===== src/rtl/sobel_pkg.sv =====
// Shared constants and helpers for the streaming Sobel edge core.
package sobel_pkg;

    localparam logic SOBEL_MODE_MAG = 1'b0;
    localparam logic SOBEL_MODE_BIN = 1'b1;

    localparam int MAX_MAG_W = 15;

    function automatic int mag_width(input int pix_w);
        return pix_w + 3;
    endfunction

    function automatic logic [MAX_MAG_W-1:0] sat_mag(
        input logic [MAX_MAG_W-1:0] mag,
        input int                   pix_w
    );
        logic [MAX_MAG_W-1:0] lim;
        lim = MAX_MAG_W'((1 << pix_w) - 1);
        return (mag > lim) ? lim : mag;
    endfunction

endpackage


===== src/rtl/sobel_line_buffer.sv =====
// Single-port line RAM, asynchronous read so the old word is seen
// in the same cycle the new one is written.
module sobel_line_buffer #(
    parameter int DEPTH = 32,
    parameter int W     = 8,
    localparam int AW   = $clog2(DEPTH)
) (
    input  logic          clk,
    input  logic          we,
    input  logic [AW-1:0] addr,
    input  logic [W-1:0]  wdata,
    output logic [W-1:0]  rdata
);

    logic [W-1:0] mem_q [DEPTH];

    always_ff @(posedge clk) begin
        if (we) begin
            mem_q[addr] <= wdata;
        end
    end

    assign rdata = mem_q[addr];

endmodule


===== src/rtl/sobel_stream_core.sv =====
// Streaming 3x3 Sobel: two line RAMs, a sliding window and a
// one-deep output register with valid/ready back-pressure.
module sobel_stream_core
    import sobel_pkg::*;
#(
    parameter int PIX_W      = 8,
    parameter int DATA_WIDTH = 32,
    parameter int IMG_WIDTH  = 32,
    parameter int IMG_HEIGHT = 32
) (
    input  logic                  aclk,
    input  logic                  areset,
    input  logic                  mode,
    input  logic [PIX_W-1:0]      thresh,
    input  logic                  s_valid,
    output logic                  s_ready,
    input  logic [DATA_WIDTH-1:0] s_data,
    input  logic                  s_user,
    input  logic                  s_last,
    output logic                  m_valid,
    input  logic                  m_ready,
    output logic [DATA_WIDTH-1:0] m_data,
    output logic                  m_user,
    output logic                  m_last,
    output logic                  err_sync
);

    localparam int MW = mag_width(PIX_W);
    localparam int CW = $clog2(IMG_WIDTH);
    localparam int RW = $clog2(IMG_HEIGHT);
    localparam logic [PIX_W-1:0] PIX_MAX = '1;

    logic [CW-1:0] col_q, col_d, eff_col;
    logic [RW-1:0] row_q, row_d, eff_row;
    logic          err_q, err_d;
    logic          m_valid_q, m_valid_d;
    logic          m_user_q, m_user_d;
    logic          m_last_q, m_last_d;
    logic [PIX_W-1:0] res_q, res_d;

    logic             accept, at_eol, produce;
    logic [PIX_W-1:0] pix, lb0_rd, lb1_rd;
    logic [PIX_W-1:0] win_q [3][3];
    logic [PIX_W-1:0] win_d [3][3];
    logic [MW-1:0]    xp, xn, yp, yn, ax, ay, mag;
    logic signed [MW-1:0] gx, gy;
    logic             unused_hi;

    assign pix       = s_data[PIX_W-1:0];
    assign unused_hi = ^s_data[DATA_WIDTH-1:PIX_W];
    assign s_ready   = !m_valid_q || m_ready;
    assign accept    = s_valid && s_ready;

    // s_user re-anchors the raster regardless of where the counters are
    assign eff_col = s_user ? '0 : col_q;
    assign eff_row = s_user ? '0 : row_q;
    assign at_eol  = (eff_col == CW'(IMG_WIDTH - 1));
    assign produce = accept && (eff_row >= RW'(2)) && (eff_col >= CW'(2));

    sobel_line_buffer #(.DEPTH(IMG_WIDTH), .W(PIX_W)) u_lb0 (
        .clk   (aclk),
        .we    (accept),
        .addr  (eff_col),
        .wdata (pix),
        .rdata (lb0_rd)
    );

    sobel_line_buffer #(.DEPTH(IMG_WIDTH), .W(PIX_W)) u_lb1 (
        .clk   (aclk),
        .we    (accept),
        .addr  (eff_col),
        .wdata (lb0_rd),
        .rdata (lb1_rd)
    );

    always_comb begin
        win_d = win_q;
        if (accept) begin
            for (int r = 0; r < 3; r++) begin
                win_d[r][0] = win_q[r][1];
                win_d[r][1] = win_q[r][2];
            end
            win_d[0][2] = lb1_rd;
            win_d[1][2] = lb0_rd;
            win_d[2][2] = pix;
        end
    end

    // Kernel is evaluated on the post-shift window so the result
    // lands in the output register on the same accept edge.
    always_comb begin
        xp = MW'(win_d[0][2]) + (MW'(win_d[1][2]) << 1) + MW'(win_d[2][2]);
        xn = MW'(win_d[0][0]) + (MW'(win_d[1][0]) << 1) + MW'(win_d[2][0]);
        yp = MW'(win_d[2][0]) + (MW'(win_d[2][1]) << 1) + MW'(win_d[2][2]);
        yn = MW'(win_d[0][0]) + (MW'(win_d[0][1]) << 1) + MW'(win_d[0][2]);
        gx = $signed(xp - xn);
        gy = $signed(yp - yn);
        ax = gx[MW-1] ? $unsigned(-gx) : $unsigned(gx);
        ay = gy[MW-1] ? $unsigned(-gy) : $unsigned(gy);
        mag = ax + ay;
    end

    always_comb begin
        col_d     = col_q;
        row_d     = row_q;
        err_d     = err_q;
        m_valid_d = m_valid_q && !m_ready;
        m_user_d  = m_user_q;
        m_last_d  = m_last_q;
        res_d     = res_q;
        if (accept) begin
            if (s_last || at_eol) begin
                col_d = '0;
                row_d = (eff_row == RW'(IMG_HEIGHT - 1)) ? '0 : eff_row + 1'b1;
            end else begin
                col_d = eff_col + 1'b1;
                row_d = eff_row;
            end
            if (s_last != at_eol) begin
                err_d = 1'b1;
            end
        end
        if (produce) begin
            m_valid_d = 1'b1;
            m_user_d  = (eff_row == RW'(2)) && (eff_col == CW'(2));
            m_last_d  = at_eol;
            if (mode == SOBEL_MODE_BIN) begin
                res_d = (mag >= MW'(thresh)) ? PIX_MAX : '0;
            end else begin
                res_d = PIX_W'(sat_mag(MAX_MAG_W'(mag), PIX_W));
            end
        end
    end

    always_ff @(posedge aclk or posedge areset) begin
        if (areset) begin
            col_q     <= '0;
            row_q     <= '0;
            err_q     <= 1'b0;
            m_valid_q <= 1'b0;
            m_user_q  <= 1'b0;
            m_last_q  <= 1'b0;
            res_q     <= '0;
        end else begin
            col_q     <= col_d;
            row_q     <= row_d;
            err_q     <= err_d;
            m_valid_q <= m_valid_d;
            m_user_q  <= m_user_d;
            m_last_q  <= m_last_d;
            res_q     <= res_d;
        end
    end

    always_ff @(posedge aclk) begin
        win_q <= win_d;
    end

    assign m_valid  = m_valid_q;
    assign m_user   = m_user_q;
    assign m_last   = m_last_q;
    assign m_data   = {{(DATA_WIDTH - PIX_W){1'b0}}, res_q};
    assign err_sync = err_q;

endmodule


===== config.mk =====
export PLATFORM = sky130hd
export DESIGN_NAME = sobel_stream_core
export DESIGN_NICKNAME = d
export VERILOG_FILES = /design/src/rtl/sobel_pkg.sv /design/src/rtl/sobel_line_buffer.sv /design/src/rtl/sobel_stream_core.sv
export SDC_FILE = /design/constraint.sdc
export NUM_CORES = 1
export LEC_CHECK = 0
export BUFFER_PORTS_ARGS = -buffer_cell sky130_fd_sc_hd__buf_2
export CELL_PAD_IN_SITES_DETAIL_PLACEMENT = 0
export CELL_PAD_IN_SITES_GLOBAL_PLACEMENT = 1
export CORE_ASPECT_RATIO = 1.2
export CORE_MARGIN = 5
export CORE_UTILIZATION = 41
export CTS_BUF_LIST = sky130_fd_sc_hd__clkbuf_4 sky130_fd_sc_hd__clkbuf_8
export DETAILED_ROUTE_END_ITERATION = 7
export PLACE_DENSITY_LB_ADDON = 0.1
export SETUP_SLACK_MARGIN = 0.02
export SLEW_MARGIN = 20
export SYNTH_ARGS = -nofsm -noshare
export SYNTH_HDL_FRONTEND = slang
export SYNTH_SLANG_ARGS = --single-unit

===== constraint.sdc =====
create_clock -name aclk -period 10.7 [get_ports aclk]
set_input_delay 1.07 -clock aclk [delete_from_list [all_inputs] [get_ports aclk]]
set_output_delay 1.07 -clock aclk [all_outputs]
set_load 0.005 [all_outputs]

==> impl_metrics.py <==
metrics = {
    "placed_design": {
        "io_buffers": 35,
        "dp_hpwl_um": 47300,
        "gp_congestion": 0.808,
    },
    "global_route": {
        "grt_overflow": 0,
        "grt_pass1_vias": 17500,
        "grt_pass1_wl_um": 109000,
        "track_usage_pct": 20.1,
        "grt_max_degree": 107,
        "antenna_found_initial": 3,
    },
    "timing": {
        "fmax_ghz": 0.105,
        "setup_tns_ps": 0,
        "slew_viol_final": 0,
        "fin_crit_ps": 9520,
        "setup_viol": 0,
        "min_period_over_period_pct": 89.0,
        "skew_ps": 40.4,
        "hold_viol_final": 0,
        "slew_headroom_pct": 28.1,
        "rsz0062_at_grt": "no",
        "worst_slew_pin_slew_ps": 1070,
    },
    "worst_setup_path": {
        "cp_top_family": "compound AO/OA/AOI/OAI gates",
        "worst-path-stages": 35,
        "critical-path-max-stage-delay_ps": 530,
        "crit_type": "reg2reg",
        "startpoint_type": "flip-flop",
        "cpMaxStageDelayCell": "a32oi_1",
        "end_kind": "flip-flop",
        "path_buf_inv": 7,
        "cp-startpoint": "col_q[1]",
        "worstPathRequired_ps": 11230,
        "r2r_start": "col_q[1]",
        "crit_fanout": 86,
        "cpMostUsedCell": "buf_4",
        "arrival_ps": 10050,
        "ff2ff_path_depth": 35,
    },
    "clock_tree": {
        "cts-resized-gates": 0,
        "cts-root-buf": "clkbuf_8",
        "clock-sinks": 606,
        "post_cts_buffers": 0,
        "clock_path_buffers": 3,
        "htreeDepth": 3,
        "cts_buffers": 98,
        "cts_tree": "yes",
        "holdBufCountCts": 0,
        "clk_pin_slew_ps": 60,
        "clock_latency_ps": 700,
    },
    "layout": {
        "nNetsFinal": 2448,
        "syn2layout_area_growth_pct": 13.3,
        "drive_gt1_share_pct": 13.7,
    },
    "detailed_routing": {
        "ant_nets": 0,
        "drtIter0Drc": 1036,
        "vias": 17200,
        "wirelength_um": 73100,
        "first_pass_iters": 5,
        "avgRoutedWirePerCell_um": 22.4,
        "viasPerCell": 5.27,
        "drc": 0,
    },
    "floorplanning": {
        "die_y_um": 292,
        "core_area_um2": 65900,
        "die_w_um": 245,
        "dieArea_um2": 71700,
        "rows": 103,
        "io_pins": 84,
        "start_util_pct": 41.4,
    },
    "worst_hold_path": {
        "hp-start": "win_q[25]",
        "hold_depth": 0,
        "worst_hold_path_type": "reg2reg",
    },
    "synthesis": {
        "synth_cell_types": 65,
        "synthTopCellsByArea": "edfxtp_1 (57%), nand2_1 (5.5%), dfxtp_1 (4.7%), fa_1 (4.6%), a211oi_1 (2.6%)",
        "ys.flop_type": "edfxtp_1",
        "synthArstFlopShare_pct": 3.63,
        "yosysSeqAreaShare_pct": 64.0,
        "synth-seq-cells": 606,
        "synth_top_area_share_pct": 57.3,
        "syn_inst": 2164,
        "ys_warn_count": 0,
        "syn_area_um2": 27200,
        "synth_top_area_cell": "edfxtp_1",
        "synth_edf_count": 520,
        "avgSynthCellArea_um2": 12.6,
    },
    "status": {
        "outcome": "complete, no violations",
    },
    "job": {
        "cap_viol_max_count": 0,
    },
}
## stage by stage
stage	std cells	setup slack (ps)	instance area, um2	hold WS (ps)	util, %
2_1_floorplan	2187	1140	27300	408	-
3_3_place_gp	3077	671	28800	415	43.8
3_5_place_dp	3077	639	28800	417	43.8
4_1_cts	3255	1240	30900	399	46.9
5_1_grt	3256	654	30900	436	46.9
6_report	3256	1180	30900	425	46.9
## registers in the layout, indices dropped and copies added (netlist names)
name,count
row_q,5
col_q,5
u_lb1.mem_q,256
m_user,1
err_sync,1
u_lb0.mem_q,256
m_valid,1
m_last,1
res_q,8
win_q,72
## layout make-up
cell class                 instances  area, um2
sequential                       606      17500
antenna                            1       2.50
timing repair buffer             131        958
clock buffer                     144       1730
tap                              892       1120
fill                            6014      35000
multi-input combinational       1311       8790
clock inverter                    34        289
inverter                         137        522
## path summary, 6_finish.rpt
kind,to,slack [ps]
worst max-delay path,res_q[6],1180
worst min-delay path,win_q[33],420
worst max register to register,res_q[6],1180
worst min register to register,win_q[33],420
max in group asynchronous,col_q[0],9970
min in group asynchronous,col_q[3],440
## cell usage after synthesis (28+ instances only)
master    instances
a211oi_1         95
a21oi_1          33
a31oi_1          87
a32oi_1          28
buf_1            31
clkbuf_1         76
dfxtp_1          64
edfxtp_1        520
fa_1             63
ha_1             53
inv_1           134
mux2i_1          71
nand2_1         396
nand3_1          46
nor2_1           94
nor2b_1          95
## cells by family after synthesis
group,after synthesis,synth area share (%)
buffers and inverters,270,4.11
adder cells (fa/ha/maj),116,7.06
XOR/XNOR,34,1.12
flip-flops,606,64.0
multiplexers,82,3.10
AND/OR/NAND/NOR,707,11.7
other,1,0.0138
AO/OA/AOI/OAI,348,8.88
## cells in the final DEF, fill, tap and decap left out, types with 64 or more instances in the layout
master and n:
mux2i_1 71, dfxtp_1 64, edfxtp_1 520, nand2_1 395, nor2b_1 93, buf_4 91, clkbuf_8 104, a211oi_1 95
inv_1 133, nor2_1 93, a31oi_1 87
## layer usage
metal / vias up / routed length [um] / global-route usage [%]
met3: 109 / 2950 / 2.52
li1: 8033 / - / -
met2: 389 / 38000 / 36.0
met1: 8623 / 30100 / 25.1
met5: - / 0 / 0
met4: 0 / 2030 / 6.90
Power is left out: the tool's default activity adds up to more than one toggle a clock period on the data nets, which glitch-free logic cannot reach.
